--- src/rtl/track_pos_pkg.sv ---
// Shared constants and helpers for the tracked-position conditioning path.
package track_pos_pkg;
    localparam int X_MUL_DEF   = 4;
    localparam int X_SHIFT_DEF = 0;
    localparam int Y_MUL_DEF   = 273;
    localparam int Y_SHIFT_DEF = 6;
    localparam int X_DST_DEF   = 1280;
    localparam int Y_DST_DEF   = 1024;

    // Bits needed to index v distinct values; use clog2(n+1) to hold the value n.
    function automatic int clog2(input int v);
        int r = 0;
        longint t = 1;
        while (t < longint'(v)) begin
            t = t << 1;
            r++;
        end
        return r;
    endfunction

    function automatic int unsigned abs_diff(input int unsigned a, input int unsigned b);
        return (a > b) ? (a - b) : (b - a);
    endfunction
endpackage

--- src/rtl/track_pos_filter_if.sv ---
// Sample-in / coordinate-out bundle between capture and the game path.
interface track_pos_filter_if #(
    parameter int IN_W  = 9,
    parameter int OUT_W = 12
);
    logic             in_valid;
    logic             in_found;
    logic [IN_W-1:0]  in_x;
    logic [IN_W-1:0]  in_y;
    logic             out_valid;
    logic [OUT_W-1:0] out_x;
    logic [OUT_W-1:0] out_y;

    modport master (output in_valid, in_found, in_x, in_y,
                    input  out_valid, out_x, out_y);
    modport slave  (input  in_valid, in_found, in_x, in_y,
                    output out_valid, out_x, out_y);
endinterface

--- src/rtl/pos_scale.sv ---
// One-axis scale (multiply, shift), clamp to the raster and optional mirror; registered.
module pos_scale import track_pos_pkg::*; #(
    parameter int IN_W   = 9,
    parameter int OUT_W  = 12,
    parameter int MUL    = 4,
    parameter int SHIFT  = 0,
    parameter int DST    = 1280,
    parameter bit MIRROR = 1'b0
) (
    input  logic             clk,
    input  logic             resetn,
    input  logic             en,
    input  logic [IN_W-1:0]  v,
    output logic [OUT_W-1:0] out
);
    localparam int PROD_W = IN_W + clog2(MUL + 1);
    localparam int PW     = (PROD_W > OUT_W) ? PROD_W : OUT_W;
    localparam logic [PW-1:0] LIM = PW'(DST - 1);

    logic [PW-1:0]    prod, scaled, clamped;
    logic [OUT_W-1:0] out_d, out_q;

    // Clamp precedes the mirror, so LIM - clamped can never go below zero.
    always_comb begin
        prod    = PW'(v) * PW'(MUL);
        scaled  = prod >> SHIFT;
        clamped = (scaled > LIM) ? LIM : scaled;
        out_d   = out_q;
        if (en) out_d = MIRROR ? OUT_W'(LIM - clamped) : OUT_W'(clamped);
    end

    always_ff @(posedge clk or negedge resetn) begin
        if (!resetn) out_q <= '0;
        else         out_q <= out_d;
    end

    assign out = out_q;
endmodule

--- src/rtl/track_pos_filter.sv ---
// Boxcar smoothing, outlier rejection and loss timeout for blob centroids, then
// per-axis scaling to the display raster. Output appears two cycles after the sample.
module track_pos_filter import track_pos_pkg::*; #(
    parameter int IN_W         = 9,
    parameter int OUT_W        = 12,
    parameter int LOG2_WIN     = 4,
    parameter int X_MUL        = X_MUL_DEF,
    parameter int X_SHIFT      = X_SHIFT_DEF,
    parameter int Y_MUL        = Y_MUL_DEF,
    parameter int Y_SHIFT      = Y_SHIFT_DEF,
    parameter int X_DST        = X_DST_DEF,
    parameter int Y_DST        = Y_DST_DEF,
    parameter bit MIRROR_X     = 1'b1,
    parameter int JUMP_MAX     = 40,
    parameter int REJECT_LIMIT = 8,
    parameter int LOST_TIMEOUT = 2500000
) (
    input  logic               clk,
    input  logic               resetn,
    track_pos_filter_if.slave  io,
    input  logic               avg_en,
    output logic               locked,
    output logic               lost
);
    localparam int WIN    = 1 << LOG2_WIN;
    localparam int SUM_W  = IN_W + LOG2_WIN;
    localparam int CNT_W  = LOG2_WIN + 1;
    localparam int PTR_W  = (LOG2_WIN > 0) ? LOG2_WIN : 1;
    localparam int REJ_W  = clog2(REJECT_LIMIT + 1);
    localparam int TO_W   = clog2(LOST_TIMEOUT + 1);
    localparam int STAGES = 2;
    localparam logic [TO_W-1:0]  TO_MAX = TO_W'(LOST_TIMEOUT);
    localparam logic [TO_W-1:0]  TO_HIT = TO_W'(LOST_TIMEOUT - 1);
    localparam logic [REJ_W-1:0] REJ_HIT = REJ_W'(REJECT_LIMIT - 1);
    localparam logic [CNT_W-1:0] FULL   = CNT_W'(WIN);

    logic [WIN-1:0][IN_W-1:0] buf_x_q, buf_x_d, buf_y_q, buf_y_d;
    logic [SUM_W-1:0] sum_x_q, sum_x_d, sum_y_q, sum_y_d;
    logic [CNT_W-1:0] cnt_q, cnt_d;
    logic [PTR_W-1:0] wr_ptr_q, wr_ptr_d;
    logic [REJ_W-1:0] rej_q, rej_d;
    logic [TO_W-1:0]  to_q, to_d;
    logic             locked_q, locked_d, lost_q, lost_d, mode_q, mode_d;
    logic [IN_W-1:0]  val_x_q, val_x_d, val_y_q, val_y_d;
    logic [STAGES:1]  vld_pipe_q, vld_pipe_d;
    logic             vld_s0, found, reject;
    logic [IN_W-1:0]  avg_x, avg_y, old_x, old_y;

    always_comb begin
        buf_x_d  = buf_x_q;  buf_y_d  = buf_y_q;
        sum_x_d  = sum_x_q;  sum_y_d  = sum_y_q;
        cnt_d    = cnt_q;    wr_ptr_d = wr_ptr_q;
        rej_d    = rej_q;    to_d     = to_q;
        locked_d = locked_q; lost_d   = lost_q;
        val_x_d  = val_x_q;  val_y_d  = val_y_q;
        mode_d   = avg_en;
        vld_s0   = 1'b0;
        old_x    = '0;       old_y    = '0;
        found    = io.in_valid && io.in_found;
        avg_x    = IN_W'(sum_x_q >> LOG2_WIN);
        avg_y    = IN_W'(sum_y_q >> LOG2_WIN);

        // Mode change empties the window first; a same-cycle sample then starts the new mode.
        if (avg_en != mode_q) begin
            cnt_d = '0; sum_x_d = '0; sum_y_d = '0; locked_d = 1'b0; rej_d = '0;
        end

        reject = found && avg_en && locked_d &&
                 ((abs_diff(32'(io.in_x), 32'(avg_x)) > 32'(JUMP_MAX)) ||
                  (abs_diff(32'(io.in_y), 32'(avg_y)) > 32'(JUMP_MAX)));

        if (found)             to_d = '0;
        else if (to_q != TO_MAX) to_d = to_q + 1'b1;

        if (reject) begin
            if (rej_q == REJ_HIT) begin
                cnt_d = '0; sum_x_d = '0; sum_y_d = '0; locked_d = 1'b0; rej_d = '0;
            end else begin
                rej_d = rej_q + 1'b1;
            end
        end else if (found) begin
            rej_d  = '0;
            lost_d = 1'b0;
            if (avg_en) begin
                if (cnt_d == FULL) begin
                    old_x = buf_x_q[wr_ptr_q];
                    old_y = buf_y_q[wr_ptr_q];
                end else begin
                    cnt_d = cnt_d + 1'b1;
                end
                sum_x_d = sum_x_d + SUM_W'(io.in_x) - SUM_W'(old_x);
                sum_y_d = sum_y_d + SUM_W'(io.in_y) - SUM_W'(old_y);
                buf_x_d[wr_ptr_q] = io.in_x;
                buf_y_d[wr_ptr_q] = io.in_y;
                wr_ptr_d = (LOG2_WIN == 0) ? '0 : wr_ptr_q + 1'b1;
                locked_d = (cnt_d == FULL);
                vld_s0   = locked_d;
                val_x_d  = IN_W'(sum_x_d >> LOG2_WIN);
                val_y_d  = IN_W'(sum_y_d >> LOG2_WIN);
            end else begin
                locked_d = 1'b1;
                vld_s0   = 1'b1;
                val_x_d  = io.in_x;
                val_y_d  = io.in_y;
            end
        end else if (to_q == TO_HIT) begin
            lost_d = 1'b1;
            cnt_d = '0; sum_x_d = '0; sum_y_d = '0; locked_d = 1'b0; rej_d = '0;
        end

        vld_pipe_d = {vld_pipe_q[STAGES-1:1], vld_s0};
    end

    always_ff @(posedge clk or negedge resetn) begin
        if (!resetn) begin
            buf_x_q <= '0;  buf_y_q <= '0;
            sum_x_q <= '0;  sum_y_q <= '0;
            cnt_q <= '0;    wr_ptr_q <= '0;
            rej_q <= '0;    to_q <= '0;
            locked_q <= 1'b0; lost_q <= 1'b1; mode_q <= 1'b0;
            val_x_q <= '0;  val_y_q <= '0;
            vld_pipe_q <= '0;
        end else begin
            buf_x_q <= buf_x_d;  buf_y_q <= buf_y_d;
            sum_x_q <= sum_x_d;  sum_y_q <= sum_y_d;
            cnt_q <= cnt_d;      wr_ptr_q <= wr_ptr_d;
            rej_q <= rej_d;      to_q <= to_d;
            locked_q <= locked_d; lost_q <= lost_d; mode_q <= mode_d;
            val_x_q <= val_x_d;  val_y_q <= val_y_d;
            vld_pipe_q <= vld_pipe_d;
        end
    end

    pos_scale #(.IN_W(IN_W), .OUT_W(OUT_W), .MUL(X_MUL), .SHIFT(X_SHIFT),
                .DST(X_DST), .MIRROR(MIRROR_X)) u_scale_x (
        .clk(clk), .resetn(resetn), .en(vld_pipe_q[1]), .v(val_x_q), .out(io.out_x));
    pos_scale #(.IN_W(IN_W), .OUT_W(OUT_W), .MUL(Y_MUL), .SHIFT(Y_SHIFT),
                .DST(Y_DST), .MIRROR(1'b0)) u_scale_y (
        .clk(clk), .resetn(resetn), .en(vld_pipe_q[1]), .v(val_y_q), .out(io.out_y));

    assign io.out_valid = vld_pipe_q[STAGES];
    assign locked       = locked_q;
    assign lost         = lost_q;
endmodule

--- src/flat_wrapper.sv ---
// flat-port wrapper written by rule: the top's interface ports become plain ports
module track_pos_filter_flat import track_pos_pkg::*;
#(
    parameter int IN_W         = 9,
    parameter int OUT_W        = 12,
    parameter int LOG2_WIN     = 4,
    parameter int X_MUL        = X_MUL_DEF,
    parameter int X_SHIFT      = X_SHIFT_DEF,
    parameter int Y_MUL        = Y_MUL_DEF,
    parameter int Y_SHIFT      = Y_SHIFT_DEF,
    parameter int X_DST        = X_DST_DEF,
    parameter int Y_DST        = Y_DST_DEF,
    parameter bit MIRROR_X     = 1'b1,
    parameter int JUMP_MAX     = 40,
    parameter int REJECT_LIMIT = 8,
    parameter int LOST_TIMEOUT = 2500000
)
  (clk, resetn, avg_en, locked, lost, io_in_valid, io_in_found, io_in_x, io_in_y, io_out_valid, io_out_x, io_out_y);
  track_pos_filter_if #(.IN_W(IN_W), .OUT_W(OUT_W)) io_i ();
  input  logic clk;
  input  logic resetn;
  input  logic avg_en;
  output logic locked;
  output logic lost;
  input wire logic [$bits(io_i.in_valid)-1:0] io_in_valid;
  input wire logic [$bits(io_i.in_found)-1:0] io_in_found;
  input wire logic [$bits(io_i.in_x)-1:0] io_in_x;
  input wire logic [$bits(io_i.in_y)-1:0] io_in_y;
  output wire logic [$bits(io_i.out_valid)-1:0] io_out_valid;
  output wire logic [$bits(io_i.out_x)-1:0] io_out_x;
  output wire logic [$bits(io_i.out_y)-1:0] io_out_y;
  assign io_i.in_valid = io_in_valid;
  assign io_i.in_found = io_in_found;
  assign io_i.in_x = io_in_x;
  assign io_i.in_y = io_in_y;
  assign io_out_valid = io_i.out_valid;
  assign io_out_x = io_i.out_x;
  assign io_out_y = io_i.out_y;
  track_pos_filter #(.IN_W(IN_W), .OUT_W(OUT_W), .LOG2_WIN(LOG2_WIN), .X_MUL(X_MUL), .X_SHIFT(X_SHIFT), .Y_MUL(Y_MUL), .Y_SHIFT(Y_SHIFT), .X_DST(X_DST), .Y_DST(Y_DST), .MIRROR_X(MIRROR_X), .JUMP_MAX(JUMP_MAX), .REJECT_LIMIT(REJECT_LIMIT), .LOST_TIMEOUT(LOST_TIMEOUT)) u_core (.clk(clk), .resetn(resetn), .io(io_i), .avg_en(avg_en), .locked(locked), .lost(lost));
endmodule
--- config.mk ---
export PLATFORM = sky130hd
export DESIGN_NAME = track_pos_filter_flat
export DESIGN_NICKNAME = d
export VERILOG_FILES = /design/src/rtl/track_pos_pkg.sv /design/src/rtl/track_pos_filter_if.sv /design/src/rtl/pos_scale.sv /design/src/rtl/track_pos_filter.sv /design/src/flat_wrapper.sv
export SDC_FILE = /design/constraint.sdc
export NUM_CORES = 1
export LEC_CHECK = 0
export BUFFER_PORTS_ARGS = -buffer_cell sky130_fd_sc_hd__buf_2
export CAP_MARGIN = 5
export CORE_MARGIN = 2
export CORE_UTILIZATION = 60
export CTS_CLUSTER_DIAMETER = 200
export DETAILED_ROUTE_END_ITERATION = 8
export GPL_TIMING_DRIVEN = 0
export MAX_ROUTING_LAYER = met4
export PLACE_DENSITY_LB_ADDON = 0.25
export REMOVE_ABC_BUFFERS = 1
export SLEW_MARGIN = 30
export SYNTH_ARGS = -nofsm -noshare
export SYNTH_HDL_FRONTEND = slang
export SYNTH_SLANG_ARGS = --single-unit
--- constraint.sdc ---
create_clock -name clk -period 5.9 [get_ports clk]
set_clock_uncertainty 0.2 [all_clocks]
set_input_delay 0.59 -clock clk [delete_from_list [all_inputs] [get_ports clk]]
set_output_delay 0.59 -clock clk [all_outputs]
set_load 0.005 [all_outputs]
==> results of run 1 <==
[power groups by stage]
stage / sequential, mW / combinational [mW] / clock (mW)
floorplan: 4.15 / 2.72 / 0
global placement: 4.38 / 3.34 / 0
detailed placement: 4.20 / 3.68 / 0
CTS: 4.17 / 3.72 / 2.87
global route: 4.27 / 4.08 / 2.98
finish: 4.17 / 3.75 / 2.82
[logic make-up after synthesis]
| logic type | count (synthesis) |
|---|---|
| buffers and inverters | 223 |
| flip-flops | 395 |
| multiplexers | 412 |
| AO/OA/AOI/OAI | 249 |
| AND/OR/NAND/NOR | 299 |
| adder cells (fa/ha/maj) | 121 |
| XOR/XNOR | 63 |
[sequential cells by signal, summed over array words and instances, names as in the netlist]
| register | flops |
|---|---|
| u_core.buf_x_q | 144 |
| u_core.sum_x_q | 13 |
| u_core.cnt_q | 5 |
| u_core.buf_y_q | 144 |
| u_core.u_scale_x.out | 11 |
| u_core.mode_q | 1 |
| u_core.rej_q | 4 |
| u_core.val_x_q | 9 |
| u_core.to_q | 22 |
| u_core.vld_pipe_q | 2 |
| u_core.lost | 1 |
| u_core.val_y_q | 9 |
| u_core.sum_y_q | 13 |
| u_core.locked | 1 |
| u_core.wr_ptr_q | 4 |
| u_core.u_scale_y.out | 12 |
[worst paths after layout]
path / slack, ns / end / start
max: 0.38 / u_core.val_y_q[5] / u_core.wr_ptr_q[0]
min: 0.22 / u_core.mode_q / avg_en
max reg2reg: 0.38 / u_core.val_y_q[5] / u_core.wr_ptr_q[0]
min reg2reg: 0.25 / u_core.u_scale_x.out[7] / u_core.val_x_q[5]
max in group asynchronous: 3.71 / u_core.buf_y_q[119] / resetn
min in group asynchronous: 0.30 / u_core.to_q[13] / resetn
[stage by stage]
| step | std cells | setup TNS [ns] | hold WS [ns] |
|---|---|---|---|
| 3_5_place_dp | 2230 | -2.68 | 0.242 |
| 6_report | 2314 | 0 | 0.217 |
| 5_1_grt | 2314 | 0 | 0.223 |
| 4_1_cts | 2312 | 0 | 0.171 |
| 2_1_floorplan | 1667 | -27.56 | 0.0944 |
| 3_3_place_gp | 2184 | -1727.25 | 0.232 |
[final cells by class]
class | instances | area, um^2 | area share
Clock inverter | 19 | 215 | 0.00856
Inverter | 128 | 480 | 0.0191
Sequential cell | 395 | 9900 | 0.394
Multi-Input combinational cell | 1144 | 11700 | 0.464
Timing Repair Buffer | 98 | 1020 | 0.0405
Clock buffer | 62 | 1290 | 0.0513
Tap cell | 468 | 586 | 0.0233
[synth_stat cells (all sizes together) (4+ instances only)]
cell type  number  area, um^2
xor2           25         219
ha             98        1230
nand3          28         140
o21a           12        90.1
and4            4        37.5
fa             23         460
xnor2          38         333
buf            45         362
a21o           17         129
nand4           9        56.3
o21ai          42         214
nor2           54         203
o2bb2ai        15         131
a21oi          72         372
clkbuf         50         189
mux2i          14         140
o32ai          12         113
nand3b          8        60.1
o211ai          4        30.0
dfrtp         394        9860
a31oi           7        43.8
and3            9        56.3
nor2b          31         196
mux2          308        3840
o21bai         14         105
and2            8        50.1
nand2b          4        25.0
inv           128         480
a22o            5        43.8
or3            10        62.6
nor3           33         334
o22ai          10        62.6
a211oi          8        60.1
nand2          87         329
nor4b           4        35.0
mux4           90        2030
[layer usage]
metal,GRT usage,vias up,part of all wire
met5,-,-,0
met4,0.0980,0,0.032
met3,0.0416,97,0.050
met2,0.435,414,0.47
met1,0.392,7394,0.45
li1,-,6449,-
[repair_timing]
| item | CTS | global route |
|---|---|---|
| endpoints found under the setup margin | 1 | 4 |
| endpoints found under the hold margin | 41 | 0 |
| cloned | 0 | 0 |
| gates resized for setup | 1 | 3 |
| hold buffers | 1 | 0 |
| pin swaps | 0 | 1 |
| setup buffers | 0 | 2 |
==> impl_metrics.json, run 1 <==
{
  "status": "finished clean",
  "yosys.area_share.xor_xnor": 0.0245,
  "clk_latency_ns": 0.59,
  "grt_usage": 0.284,
  "globalplace.congestion": 0.930,
  "rows": 70,
  "post_synth.cell_area_avg_um2": 12.8,
  "cts-root-buf": "clkbuf_16",
  "worst_pin_slew_ns": 0.915,
  "numCtsBuffers": 44,
  "crit_slowest_cell": "dfrtp_4",
  "gr-total-overflow": 0,
  "drc_errors": 0,
  "mostFrequentLayoutCells": "390 x dfrtp_1, 208 x mux2_2, 128 x inv_1",
  "max_freq_mhz": 181,
  "ios": 50,
  "finalPower_mw": 10.7,
  "hpwl_mm": 35.4,
  "initial_core_util": 0.612,
  "maxCapViolCount": 0,
  "setup_viol_count_final": 0,
  "dpl_worst_slack_ns": -0.616,
  "p_leak_nw": 11.6,
  "grt_max_degree": 93,
  "worstPathMaxFanout": 30,
  "synth_compound_area_frac": 0.0755,
  "num_antenna_cells": 0,
  "critPathMaxStageDelay_ns": 0.68,
  "synth_cell_type_count": 79,
  "cp-start-kind": "flip-flop",
  "ir_drop_mv": 0.278,
  "routedWlPerCell_um": 22.4,
  "worst-path-buf-inv": 2,
  "postSynthCellCount": 1762,
  "htreeDepth": 2,
  "port_buffers": 49,
  "yosysWarnings": 0,
  "synth_edf_count": 0,
  "yosysSeqAreaShare": 0.439,
  "end_kind": "flip-flop",
  "slew_viol_final": 0,
  "fin_util": 0.684,
  "seqPwrFrac": 0.388,
  "power_frac_comb": 0.349,
  "cts.clk_slew.worst_paths_ns": 0.06,
  "syn_to_final_growth_pct": 11.6,
  "min_period_ns": 5.52,
  "vias": 14354,
  "vias_per_cell": 6.20,
  "fillCellCount": 2571,
  "synthAdderAreaFrac": 0.0749,
  "path_depth": 17,
  "synth_top_family_by_area": "multiplexers",
  "nets": 1955,
  "crit_chain": "buf_16 -> mux4_2 -> mux4_2 -> nor2b_1 -> fa_1 -> inv_1 -> ha_1 -> a21o_1 -> a21oi_1 -> o21bai_1 -> a21oi_1 -> o21bai_1 -> a2111oi_0 -> xnor2_1 -> nand2_1 -> o21ai_0 -> mux2_2",
  "wl_mm": 51.8,
  "finalCritPeriodShare": 0.935,
  "post-route-cell-area_um2": 25100,
  "p_clk_frac": 0.263,
  "die_w_um": 198,
  "grt_pass1_wl_mm": 83.1,
  "dpl_cell_area_um2": 23600,
  "ant_nets": 0,
  "drive_gt1_frac": 0.333,
  "ff2ff_path_depth": 17,
  "grt_pass1_vias": 14853,
  "muxShareOfSynthArea": 0.267,
  "drt_first_pass_iters": 5,
  "die_area_um2": 39100,
  "swShare": 0.308,
  "power.switching_mw": 3.31,
  "p_per_area_nw_per_um2": 427,
  "maxSlewHeadroom": 0.388,
  "synthSimpleGateAreaFrac": 0.0737,
  "clk_path_buf_depth": 3,
  "hold_path_depth": 1,
  "ys_ff_latch": 395,
  "drt-initial-drc-count": 961,
  "grt_antenna_before_repair": 0,
  "hold_path_class": "input pin to flip-flop",
  "layout_commonest_cell": "dfrtp_1",
  "design.core.area_um2": 36800,
  "cp_data_arrival_time_ns": 5.79,
  "ys.flop_type": "dfrtp_1",
  "cp.required_ns": 6.17,
  "layout_setup_ws_ns": 0.381,
  "synth-async-reset-ratio": 1.00,
  "cts.sinks": 395,
  "die_height_um": 198,
  "rsz0062_at_grt": "false",
  "internal_power_mw": 7.43,
  "syn_area_um2": 22500,
  "hold_violations": 0,
  "cp_top_family": "compound AO/OA/AOI/OAI gates",
  "cts_tree": "built",
  "path_class": "flip-flop to flip-flop"
}
Power figures use the tool's default switching activity.
==> run 2, diff against run 1 <==
--- a/config.mk
+++ b/config.mk
@@ -19,3 +19,4 @@
 export SYNTH_ARGS = -nofsm -noshare
 export SYNTH_HDL_FRONTEND = slang
 export SYNTH_SLANG_ARGS = --single-unit
+export TNS_END_PERCENT = 100
==> constraint.sdc (replaced) <==
create_clock -name clk -period 5.9 [get_ports clk]
set_clock_uncertainty 0.2 [all_clocks]
set_input_delay 0 -clock clk [delete_from_list [all_inputs] [get_ports clk]]
set_output_delay 0 -clock clk [all_outputs]
set_load 0.005 [all_outputs]
==> impl_metrics.json, run 2 (same netlist as run 1, synthesis figures left out) <==
{
  "internal_power_mw": 7.44,
  "cp_top_family": "compound AO/OA/AOI/OAI gates",
  "cp-start-kind": "flip-flop",
  "num_antenna_cells": 0,
  "maxCapViolCount": 0,
  "drt_first_pass_iters": 6,
  "die_w_um": 198,
  "crit_start": "u_core.wr_ptr_q[0]",
  "p_leak_nw": 11.7,
  "finalCritPeriodShare": 0.950,
  "port_buffers": 49,
  "hold_path_class": "flip-flop to flip-flop",
  "die_area_um2": 39100,
  "cts_tree": "built",
  "seqPwrFrac": 0.387,
  "path_class": "flip-flop to flip-flop",
  "drive_gt1_frac": 0.329,
  "endpoint": "u_core.val_x_q[7]",
  "hold_violations": 0,
  "drc_errors": 0,
  "grt_pass1_vias": 14941,
  "htreeDepth": 2,
  "drt-initial-drc-count": 993,
  "ff2ff_path_depth": 17,
  "ant_nets": 0,
  "power_frac_comb": 0.350,
  "worst_pin_slew_ns": 0.919,
  "mostFrequentLayoutCells": "390 x dfrtp_1, 208 x mux2_2, 128 x inv_1",
  "hpwl_mm": 35.4,
  "grt_max_degree": 93,
  "gr-total-overflow": 0,
  "grt_usage": 0.285,
  "grt_pass1_wl_mm": 83.5,
  "cts.sinks": 395,
  "worstPathMaxFanout": 30,
  "grt_antenna_before_repair": 0,
  "design.core.area_um2": 36800,
  "swShare": 0.308,
  "power.switching_mw": 3.31,
  "globalplace.congestion": 0.930,
  "r2r_start": "u_core.wr_ptr_q[0]",
  "cp_common_cell": "a21oi_1",
  "rows": 70,
  "p_per_area_nw_per_um2": 423,
  "vias_per_cell": 6.17,
  "fin_util": 0.691,
  "crit_chain": "buf_16 -> mux4_2 -> mux4_2 -> nor2b_1 -> fa_1 -> inv_1 -> ha_1 -> a21oi_1 -> o21bai_1 -> a21oi_1 -> o21bai_1 -> a311o_1 -> o311ai_0 -> xnor2_1 -> mux2i_1 -> dlygate4sd3_1 -> a21oi_1",
  "critPathMaxStageDelay_ns": 0.66,
  "initial_core_util": 0.612,
  "clk_latency_ns": 0.58,
  "status": "finished clean",
  "crit_slowest_cell": "dfrtp_4",
  "ios": 50,
  "rsz0062_at_grt": "false",
  "reg_top3": "u_core.buf_x_q: 144 flops, u_core.buf_y_q: 144 flops, u_core.to_q: 22 flops",
  "max_freq_mhz": 178,
  "r2r_slack_ns": 0.29,
  "vias": 14448,
  "worst-path-buf-inv": 3,
  "whs_ns": 0.250,
  "cts.clk_slew.worst_paths_ns": 0.06,
  "layout_commonest_cell": "dfrtp_1",
  "clk_path_buf_depth": 3,
  "wl_mm": 52.0,
  "slew_viol_final": 0,
  "worst_r2r_endpoint": "u_core.val_x_q[7]",
  "end_kind": "flip-flop",
  "maxSlewHeadroom": 0.385,
  "p_clk_frac": 0.263,
  "min_period_ns": 5.61,
  "numCtsBuffers": 44,
  "setup_viol_count_final": 0,
  "die_height_um": 198,
  "nets": 1981,
  "ir_drop_mv": 0.278,
  "cts-root-buf": "clkbuf_16",
  "cp_data_arrival_time_ns": 5.91,
  "hold_start": "u_core.val_x_q[5]",
  "path_depth": 17,
  "syn_to_final_growth_pct": 12.8,
  "routedWlPerCell_um": 22.2,
  "cp.required_ns": 6.20
}
==> run 2: cell count changes in the layout (fill, tap and decap cells not counted) <==
cell           change
buf_4              -1
clkbuf_4           +1
buf_12             +1
dlygate4sd3_1     +25
==> run 2: metrics by stage <==
stage	TNS (ns)	total power [mW]	cells	instance area [um^2]	setup WS, ns
final	0	10.8	2340	25400	0.294
after floorplan	-27.56	6.87	1667	22000	-1.18
after CTS	0	10.8	2338	25400	0.0112
after detailed placement	-0.0263	7.88	2230	23600	-0.0263
after global routing	0	11.3	2340	25400	0.0616
after global placement	-1410.31	7.72	2184	22800	-3.11
==> run 2: worst min-delay path by stage <==
stage                               to  slack (ns)  cells after the start
2_1_floorplan        u_core.buf_x_q[0]       -0.50                      0
3_3_place_gp              io_out_valid        0.19                      1
3_5_place_dp           u_core.to_q[13]       -0.28                      1
4_1_cts        u_core.u_scale_x.out[7]        0.25                      1
5_1_grt        u_core.u_scale_x.out[5]        0.27                      1
6_report       u_core.u_scale_x.out[7]        0.25                      1
==> run 2: power groups by stage <==
stage	Clock, mW	Combinational, mW	Sequential, mW
after floorplan	0	2.72	4.15
after global placement	0	3.34	4.38
after detailed placement	0	3.68	4.20
after CTS	2.87	3.73	4.17
after global routing	2.98	4.10	4.27
final	2.82	3.76	4.16
==> run 2: layer usage <==
layer,part of all wire,track usage
met2,0.47,0.440
met3,0.052,0.0424
met5,0,-
met1,0.45,0.392
met4,0.031,0.0944
==> run 2: cell type report <==
type | instances | area, um^2
multi-input combinational | 1144 | 11700
fill | 2561 | 11400
sequential | 395 | 9900
clock buffer | 62 | 1290
timing repair buffer | 124 | 1290
tap | 468 | 586
inverter | 128 | 480
clock inverter | 19 | 215
==> run 2: what timing repair did <==
item                                    4_1_cts  5_1_grt
hold buffers                                 27        0
endpoints found under the setup margin        0        7
hold endpoints to repair                    648        0
gates resized for setup                       0        4
setup buffers                                 0        2
==> run 3, diff against run 2 <==
--- a/config.mk
+++ b/config.mk
@@ -7,8 +7,10 @@
 export LEC_CHECK = 0
 export BUFFER_PORTS_ARGS = -buffer_cell sky130_fd_sc_hd__buf_2
 export CAP_MARGIN = 5
+export CELL_PAD_IN_SITES_DETAIL_PLACEMENT = 1
+export CELL_PAD_IN_SITES_GLOBAL_PLACEMENT = 1
 export CORE_MARGIN = 2
-export CORE_UTILIZATION = 60
+export CORE_UTILIZATION = 53
 export CTS_CLUSTER_DIAMETER = 200
 export DETAILED_ROUTE_END_ITERATION = 8
 export GPL_TIMING_DRIVEN = 0
==> impl_metrics.json, run 3 (same netlist as run 1, synthesis figures left out) <==
{
  "cts.sinks": 395,
  "slew_viol_final": 0,
  "layout_commonest_cell": "dfrtp_1",
  "drt_first_pass_iters": 5,
  "finalPower_mw": 11.2,
  "drt-initial-drc-count": 870,
  "globalplace.congestion": 0.887,
  "clk_path_buf_depth": 3,
  "initial_core_util": 0.537,
  "max_freq_mhz": 175,
  "status": "finished clean",
  "ant_nets": 0,
  "ios": 50,
  "grt_usage": 0.294,
  "die_area_um2": 44200,
  "grt_pass1_wl_mm": 96.4,
  "gr-total-overflow": 0,
  "worst_pin_slew_ns": 0.863,
  "path_class": "flip-flop to flip-flop",
  "hpwl_mm": 41.9,
  "routedWlPerCell_um": 25.2,
  "regArea_um2": 9900,
  "ir_drop_mv": 0.257,
  "wl_met1_mm": 25.4,
  "nets": 1995,
  "cts-root-buf": "clkbuf_16",
  "fin_util": 0.613,
  "die_height_um": 210,
  "wl_mm": 61.0,
  "port_buffers": 49,
  "cts_tree": "built",
  "min_period_ns": 5.71,
  "die_w_um": 210,
  "clk_latency_ns": 0.59,
  "layout_setup_ws_ns": 0.194,
  "finalCritPeriodShare": 0.967,
  "cp_data_arrival_time_ns": 5.97,
  "htreeDepth": 2,
  "drc_errors": 0,
  "cp-start-kind": "flip-flop",
  "maxCapViolCount": 0,
  "grt_pass1_vias": 16463,
  "dpl_worst_slack_ns": -0.129,
  "mostFrequentLayoutCells": "389 x dfrtp_1, 208 x mux2_2, 128 x inv_1",
  "reg_top3": "u_core.buf_x_q: 144 flops, u_core.buf_y_q: 144 flops, u_core.to_q: 22 flops",
  "setup_viol_count_final": 0,
  "grt_antenna_before_repair": 2,
  "end_kind": "flip-flop",
  "rows": 75,
  "wl_met2_mm": 31.5,
  "syn_to_final_growth_pct": 14.1,
  "dr_wl_met3_mm": 2.49,
  "whs_ns": 0.247,
  "design.core.area_um2": 41900,
  "vias_per_cell": 6.12,
  "cts.clk_slew.worst_paths_ns": 0.06,
  "numCtsBuffers": 46,
  "routed.top_layer": "met4",
  "p_leak_nw": 11.7,
  "vias": 14845,
  "cp.required_ns": 6.17,
  "drive_gt1_frac": 0.330,
  "hold_violations": 0,
  "fillCellCount": 4020,
  "maxSlewHeadroom": 0.424,
  "grt_max_degree": 90,
  "hold_path_class": "input pin to asynchronous set/reset pin",
  "p_per_area_nw_per_um2": 436,
  "worstPathMaxFanout": 42,
  "multi_input_area_um2": 11700
}
-- run 3: changes by cell type in the layout (fill, tap and decap cells not counted), moves of 2 or more --
cell / previous run / this run
buf_4: 2 / 13
bufinv_16: 3 / 6
clkbuf_1: 7 / 13
clkinv_2: 11 / 2
diode_2: 0 / 2
inv_6: 0 / 2
-- run 3: per-stage QoR --
| step | setup TNS [ns] | area, um^2 | instances |
|---|---|---|---|
| finish | 0 | 25700 | 2426 |
| global route | -0.134 | 25700 | 2424 |
| CTS | 0 | 25600 | 2412 |
| detailed placement | -0.129 | 23700 | 2302 |
| global placement | -1465.97 | 22900 | 2255 |
| floorplan | -27.56 | 22000 | 1667 |
-- run 3: cell type report --
type	instances	area share
multi-input cells	1144	0.454
flip-flops and latches	395	0.385
repair buffers	136	0.0539
clock buffers	68	0.0515
well taps	539	0.0262
inverters	128	0.0187
clock inverters	14	0.0106
diodes	2	0.000195
-- run 3: final timing paths --
check	from	endpoint	slack, ns	cells past startpoint
min in group clk	u_core.val_x_q[1]	u_core.u_scale_x.out[3]	0.25	1
max in group asynchronous	resetn	u_core.buf_y_q[72]	4.14	6
setup / recovery	u_core.wr_ptr_q[1]	u_core.val_x_q[7]	0.19	18
hold / removal	resetn	u_core.to_q[10]	0.25	4
hold reg to reg	u_core.val_x_q[1]	u_core.u_scale_x.out[3]	0.25	1
setup reg to reg	u_core.wr_ptr_q[1]	u_core.val_x_q[7]	0.19	18
-- run 3: critical path, cell delays in order, from the launching register on --
cell and delay, ns:
dfrtp_4 0.68, buf_16 0.31, mux4_2 0.36, mux4_2 0.47
nor2b_1 0.16, fa_1 0.51, inv_1 0.07, ha_1 0.29
a21o_1 0.17, a21oi_1 0.25, o21bai_1 0.12, a21oi_1 0.25
o21bai_1 0.15, a311o_1 0.34, o311ai_0 0.14, xnor2_1 0.18
mux2i_1 0.21, a21oi_1 0.10, dlygate4sd3_1 0.59
-- run 3: power by group --
| part | internal [mW] | switching, mW |
|---|---|---|
| registers | 3.57 | 0.657 |
| logic | 2.24 | 1.72 |
| clock network | 1.83 | 1.19 |
-- run 3: timing repair --
| item | CTS | global route |
|---|---|---|
| endpoints found under the setup margin | 1 | 14 |
| endpoints found under the hold margin | 731 | 0 |
| setup buffers | 0 | 12 |
| hold buffers | 28 | 0 |
| pin swaps | 0 | 1 |
| gates resized for setup | 1 | 3 |
-- run 3: per-layer routing --
layer / vias up / GRT usage
met5: - / -
met4: 0 / 0.0849
met3: 116 / 0.0489
met2: 330 / 0.502
met1: 7890 / 0.361
li1: 6509 / -
